## src/rtl/tomasulo_pkg.sv

```systemverilog
// Shared Tomasulo types: CDB widths, ALU opcodes and the reservation-station entry layout.
package tomasulo_pkg;

  localparam int unsigned TAG_W = 5;
  localparam int unsigned XLEN  = 32;
  localparam int unsigned OP_W  = 4;

  typedef enum logic [OP_W-1:0] {
    ALU_ADD  = 4'd0,
    ALU_SUB  = 4'd1,
    ALU_AND  = 4'd2,
    ALU_OR   = 4'd3,
    ALU_XOR  = 4'd4,
    ALU_SLL  = 4'd5,
    ALU_SRL  = 4'd6,
    ALU_SRA  = 4'd7,
    ALU_SLT  = 4'd8,
    ALU_SLTU = 4'd9
  } alu_op_t;

  typedef struct packed {
    logic             busy;
    logic [OP_W-1:0]  op;
    logic [TAG_W-1:0] dest;
    logic             j_pend;
    logic [TAG_W-1:0] qj;
    logic [XLEN-1:0]  vj;
    logic             k_pend;
    logic [TAG_W-1:0] qk;
    logic [XLEN-1:0]  vk;
  } rs_entry_t;

  // True when a pending operand is satisfied by the broadcast on the CDB this cycle.
  function automatic logic tag_hit(input logic             pend,
                                   input logic [TAG_W-1:0] q,
                                   input logic             cdb_valid,
                                   input logic [TAG_W-1:0] cdb_tag);
    return pend & cdb_valid & (q == cdb_tag);
  endfunction

endpackage

```

## src/rtl/rs_pick_lowest.sv

```systemverilog
// One-hot lowest-set-bit picker used for free-slot and ready-entry selection.
module rs_pick_lowest #(
  parameter int unsigned DEPTH = 4
) (
  input  logic [DEPTH-1:0] req,
  output logic [DEPTH-1:0] gnt_c,
  output logic             any_c
);

  // Two's-complement trick isolates the lowest set bit.
  assign gnt_c = req & (~req + DEPTH'(1));
  assign any_c = |req;

endmodule

```

## src/rtl/reservation_station.sv

```systemverilog
// ALU reservation station: buffers dispatched ops, captures operands from the CDB by tag,
// and issues the lowest-index ready entry to the functional unit.
module reservation_station
  import tomasulo_pkg::*;
#(
  parameter int unsigned DEPTH = 4
) (
  input  logic             clk,
  input  logic             rst,
  input  logic             flush,
  input  logic             disp_valid,
  output logic             disp_ready,
  input  logic [OP_W-1:0]  disp_op,
  input  logic [TAG_W-1:0] disp_dest,
  input  logic             disp_j_pend,
  input  logic [TAG_W-1:0] disp_qj,
  input  logic [XLEN-1:0]  disp_vj,
  input  logic             disp_k_pend,
  input  logic [TAG_W-1:0] disp_qk,
  input  logic [XLEN-1:0]  disp_vk,
  input  logic             cdb_valid,
  input  logic [TAG_W-1:0] cdb_tag,
  input  logic [XLEN-1:0]  cdb_value,
  output logic             issue_valid,
  input  logic             issue_ready,
  output logic [OP_W-1:0]  issue_op,
  output logic [XLEN-1:0]  issue_vj,
  output logic [XLEN-1:0]  issue_vk,
  output logic [TAG_W-1:0] issue_dest
);

  rs_entry_t        ent [DEPTH];
  rs_entry_t        disp_entry;
  logic [DEPTH-1:0] busy_vec;
  logic [DEPTH-1:0] free_vec;
  logic [DEPTH-1:0] ready_vec;
  logic [DEPTH-1:0] free_oh;
  logic [DEPTH-1:0] issue_oh;
  logic             any_free;
  logic             any_ready;
  logic             disp_fire;
  logic             issue_fire;

  // Occupancy and readiness straight from registered entry state.
  always_comb begin
    busy_vec  = '0;
    ready_vec = '0;
    for (int i = 0; i < DEPTH; i++) begin
      busy_vec[i]  = ent[i].busy;
      ready_vec[i] = ent[i].busy & ~ent[i].j_pend & ~ent[i].k_pend;
    end
  end

  assign free_vec = ~busy_vec;

  rs_pick_lowest #(.DEPTH(DEPTH)) u_pick_free (
    .req   (free_vec),
    .gnt_c (free_oh),
    .any_c (any_free)
  );

  rs_pick_lowest #(.DEPTH(DEPTH)) u_pick_ready (
    .req   (ready_vec),
    .gnt_c (issue_oh),
    .any_c (any_ready)
  );

  assign disp_ready  = any_free;
  assign disp_fire   = disp_valid & any_free;
  assign issue_valid = any_ready;
  assign issue_fire  = any_ready & issue_ready;

  // New entry image, with operands bypassed from a same-cycle broadcast.
  always_comb begin
    disp_entry        = '0;
    disp_entry.busy   = 1'b1;
    disp_entry.op     = disp_op;
    disp_entry.dest   = disp_dest;
    disp_entry.j_pend = disp_j_pend;
    disp_entry.qj     = disp_qj;
    disp_entry.vj     = disp_vj;
    disp_entry.k_pend = disp_k_pend;
    disp_entry.qk     = disp_qk;
    disp_entry.vk     = disp_vk;
    if (tag_hit(disp_j_pend, disp_qj, cdb_valid, cdb_tag)) begin
      disp_entry.j_pend = 1'b0;
      disp_entry.vj     = cdb_value;
    end
    if (tag_hit(disp_k_pend, disp_qk, cdb_valid, cdb_tag)) begin
      disp_entry.k_pend = 1'b0;
      disp_entry.vk     = cdb_value;
    end
  end

  // One-hot AND-OR mux; all-zero when nothing is ready.
  always_comb begin
    issue_op   = '0;
    issue_vj   = '0;
    issue_vk   = '0;
    issue_dest = '0;
    for (int i = 0; i < DEPTH; i++) begin
      issue_op   = issue_op   | ({OP_W{issue_oh[i]}}  & ent[i].op);
      issue_vj   = issue_vj   | ({XLEN{issue_oh[i]}}  & ent[i].vj);
      issue_vk   = issue_vk   | ({XLEN{issue_oh[i]}}  & ent[i].vk);
      issue_dest = issue_dest | ({TAG_W{issue_oh[i]}} & ent[i].dest);
    end
  end

  // Entry update: issue frees, dispatch fills a free slot, busy entries snoop the CDB.
  always_ff @(posedge clk) begin
    if (rst) begin
      for (int i = 0; i < DEPTH; i++) begin
        ent[i] <= '0;
      end
    end else if (flush) begin
      for (int i = 0; i < DEPTH; i++) begin
        ent[i].busy <= 1'b0;
      end
    end else begin
      for (int i = 0; i < DEPTH; i++) begin
        if (issue_fire && issue_oh[i]) begin
          ent[i].busy <= 1'b0;
        end else if (disp_fire && free_oh[i]) begin
          ent[i] <= disp_entry;
        end else if (ent[i].busy) begin
          if (tag_hit(ent[i].j_pend, ent[i].qj, cdb_valid, cdb_tag)) begin
            ent[i].j_pend <= 1'b0;
            ent[i].vj     <= cdb_value;
          end
          if (tag_hit(ent[i].k_pend, ent[i].qk, cdb_valid, cdb_tag)) begin
            ent[i].k_pend <= 1'b0;
            ent[i].vk     <= cdb_value;
          end
        end
      end
    end
  end

endmodule

```

## config.mk

```make
export PLATFORM = sky130hd
export DESIGN_NAME = reservation_station
export DESIGN_NICKNAME = d
export VERILOG_FILES = /design/src/rtl/tomasulo_pkg.sv /design/src/rtl/rs_pick_lowest.sv /design/src/rtl/reservation_station.sv
export SDC_FILE = /design/constraint.sdc
export NUM_CORES = 1
export LEC_CHECK = 0
export BUFFER_PORTS_ARGS = -buffer_cell sky130_fd_sc_hd__buf_2
export CORE_ASPECT_RATIO = 1.75
export CORE_MARGIN = 10
export CORE_UTILIZATION = 59
export CTS_CLUSTER_DIAMETER = 40
export CTS_CLUSTER_SIZE = 24
export DETAILED_ROUTE_END_ITERATION = 10
export GPL_TIMING_DRIVEN = 0
export PLACE_DENSITY_LB_ADDON = 0.12
export SYNTH_ARGS = -nofsm -noshare
export SYNTH_HDL_FRONTEND = slang
export SYNTH_HIERARCHICAL = 1
export SYNTH_SLANG_ARGS = --single-unit
```

## constraint.sdc

```tcl
create_clock -name clk -period 5 [get_ports clk]
set_clock_uncertainty 0.2 [all_clocks]
set_input_delay 0.25 -clock clk [delete_from_list [all_inputs] [get_ports clk]]
set_output_delay 0.25 -clock clk [all_outputs]
set_load 0.01 [all_outputs]
```

==> results.md <==
- Core Rows: 83
- Post-CTS resize count: 0
- EDFF count, synth: 342
- Syn_nets: 1590
- Top Registers: ent (344)
- Via count: 16010
- Power, Total: 6.491 mW
- Maximum level of the CTS H-tree: 1
- Vias in the first global route: 16310
- Largest net degree at the start of global routing: 33
- Worst-Margin Slew: 1.136 ns
- Post-synthesis cell count: 1462
- Pins Over Slew Limit: 0
- RSZ-0062 raised after global routing: no
- Final hold vios: 0
- Iteration-0 DRC Markers: 2016
- Routability cong.: 0.9588
- All-Layer GR Usage: 34.54%
- Worst r2r src: ent[1][85]
- CP cell instances: inv_1, nor3_1, or4_1, nand3_1, nand3_1, nor2_1, clkbuf_1, a22o_1, dlygate4sd3_1
- Outcome: finished, final reports clean
- First-pass GRT wire length: 96760 µm
- Required @ worst endpoint: 5.26 ns
- Share of layout cells above drive strength 1: 18.32%
- Reg2Reg Depth: 9
- Max incr delay on CP: 0.87 ns
- Startpoint Class: flip-flop
- PD cells: 298.6 mW/mm²
- CTS root buf: clkbuf_16
- Crit-path leading delay family: simple AND/OR/NAND/NOR gates
- Final Cycle Share: 91.78%
- CORE AREA: 0.02929 mm²
- Maximum VDD drop: 0.0003750 V
- Crit. path cell count: 9
- Mean post-synth cell area: 11.91 µm²
- Fin cells: 2270
- Leak Pwr: 8.677 nW
- Worst slew margin: 23.78%
- # hold bufs at CTS: 163
- Post-synth top cells: edfxtp_1, a22oi_1, nand3_1
- Largest register FFs: 344
- Register bit total from synthesis: 344
- Fmax: 217.9 MHz
- Ranking of synthesized cells by area: edfxtp_1, a22oi_1, a22o_1, nand3_1, o21ai_0
- Placed insts: 2048
- CP Capture Type: flip-flop
- DP Worst Slack: 0.8612 ns
- Hold WC Path Type: primary input to flip-flop
- Yosys warns: 6
- Post-synthesis sequential area ratio: 59.21%
- Most used flip-flop cell after synthesis: edfxtp_1
- R2r setup slk: 0.41 ns
- Max Cap Viol: 0
- Crit Path Category: flip-flop to flip-flop
- Die area: 0.03705 mm²
- CP arrival: 4.85 ns
- CTS clock-pin slew for the worst setup and hold paths: 0.08 ns
- Hold WS: 0.03684 ns
- DRT antenna net count: 0
- Final setup vio count: 0
- Final WS setup: 0.4112 ns
- Critical Path Slowest Stage Cell: nor2_1
- DR WL/cell: 28.99 µm
- Nets@finish: 1988
- End of the worst register-to-register path: ent[2][19]
- Buffers & Inverters on Critical Path: 3
- CP dominant cell by count: nand3_1
- Crit Path Max Fanout: 10
- Top reg by flops: ent
- Async SR Flop Fraction: 0%
- Synth unique cells: 39
- Clk_lat worst skew: 0.59 ns
- Via density: 7.051
- Die Wd: 149.9 µm
- Die Y: 247.3 µm
- Initial antenna violation count: 4
- Io pins: 203
- Number of remaining DRC errors: 0
- Global route total overflow: 0
- Post-synth top area cell: edfxtp_1
- Final wirelength: 65810 µm
- Post-DP HPWL: 44300 µm
- Post-CTS repair timing setup buffer count: 0
- Min cycle time layout: 4.589 ns
- Pre-antenna DRT Iters: 7
- Area delta synth->final: 24.86%
- PortBufs: 196
- TritonCTS Buffers: 29
- CTS Sinks: 344
- Crit path from: ent[1][85]
- Count leader, synth: edfxtp_1
- Clock Path Buffers: 3
- Starting Density: 59.45%
- FILL cells: 2050
- Netlist area before placement: 0.01741 mm²
- Yosys top cell area share: 58.98%
- CTS tree: built
- Critical Path End: ent[2][19]
- Fin Setup TNS: 0 ns
layout make-up:
| cell class | instances | area (µm²) | share of cell area (%) |
|---|---|---|---|
| Antenna cell | 5 | 12.51 | 0.05755 |
| Buffer | 158 | 799.5 | 3.677 |
| Clock buffer | 32 | 737.0 | 3.390 |
| Clock inverter | 22 | 271.5 | 1.249 |
| Inverter | 10 | 37.54 | 0.1727 |
| Multi-Input combinational cell | 950 | 6285 | 28.91 |
| Sequential cell | 344 | 10310 | 47.42 |
| Tap cell | 382 | 478.0 | 2.198 |
| Timing Repair Buffer | 367 | 2810 | 12.93 |
cells by family (layout without fill, tap and decap cells):
kind of cell	count (synthesis)	after routing	share of synthesized area (%)
AND/OR/NAND/NOR	342	342	9.931
other	0	5	0
buffers and inverters	168	589	4.807
XOR/XNOR	50	50	2.515
flip-flops	344	344	59.21
AO/OA/AOI/OAI	558	558	23.53
routing by layer:
metal | up-vias | part of all wire (%) | global-route usage [%] | wire, µm
li1 | 6615 | - | - | -
met1 | 7595 | 30 | 36.37 | 19940
met2 | 1411 | 50 | 59.16 | 33000
met3 | 385 | 10 | 6.662 | 6856
met4 | 0 | 9.1 | 26.97 | 6009
met5 | - | 0 | 0 | 0
worst min path at each step:
stage | from | to | slack, ns | depth (start not counted)
2_1_floorplan | flush | ent[0][85] | 0.23 | 3
3_3_place_gp | disp_dest[3] | ent[3][79] | 0.35 | 2
3_5_place_dp | disp_dest[3] | ent[3][79] | 0.36 | 2
4_1_cts | rst | ent[1][85] | 0.01 | 3
5_1_grt | rst | ent[1][85] | 0.01 | 3
6_report | rst | ent[1][85] | 0.04 | 3
through the flow:
stage | instance area, µm² | utilization [%]
floorplan | 17410 | -
global placement | 18870 | 64.44
detailed placement | 19090 | 65.18
CTS | 21730 | 74.19
global route | 21740 | 74.23
finish | 21740 | 74.24
report_power, final:
part | total, mW | switching (mW) | internal (mW)
logic | 0.671 | 0.415 | 0.256
registers | 3.40 | 0.0532 | 3.34
clock network | 2.42 | 1.20 | 1.23
total | 6.49 | 1.67 | 4.83
worst reg2reg max path, cell delays in order, from the launching register on:
cell and delay (ns):
edfxtp_1 0.39, inv_1 0.16, nor3_1 0.12, or4_1 0.65, nand3_1 0.26, nand3_1 0.37
nor2_1 0.87, clkbuf_1 0.62, a22o_1 0.26, dlygate4sd3_1 0.55
cells in the final DEF, fill, tap and decap left out, types with 29 or more instances in the layout:
cell	synthesis	layout
a22o_1	128	128
a22oi_1	259	259
and2_1	39	39
buf_2	39	235
clkbuf_1	82	85
clkbuf_16	0	29
dlygate4sd3_1	0	163
edfxtp_1	342	342
nand2_1	95	87
nand3_1	138	138
o21ai_0	128	128
xnor2_1	42	42
Note: power is estimated with default switching activity, not from simulation.
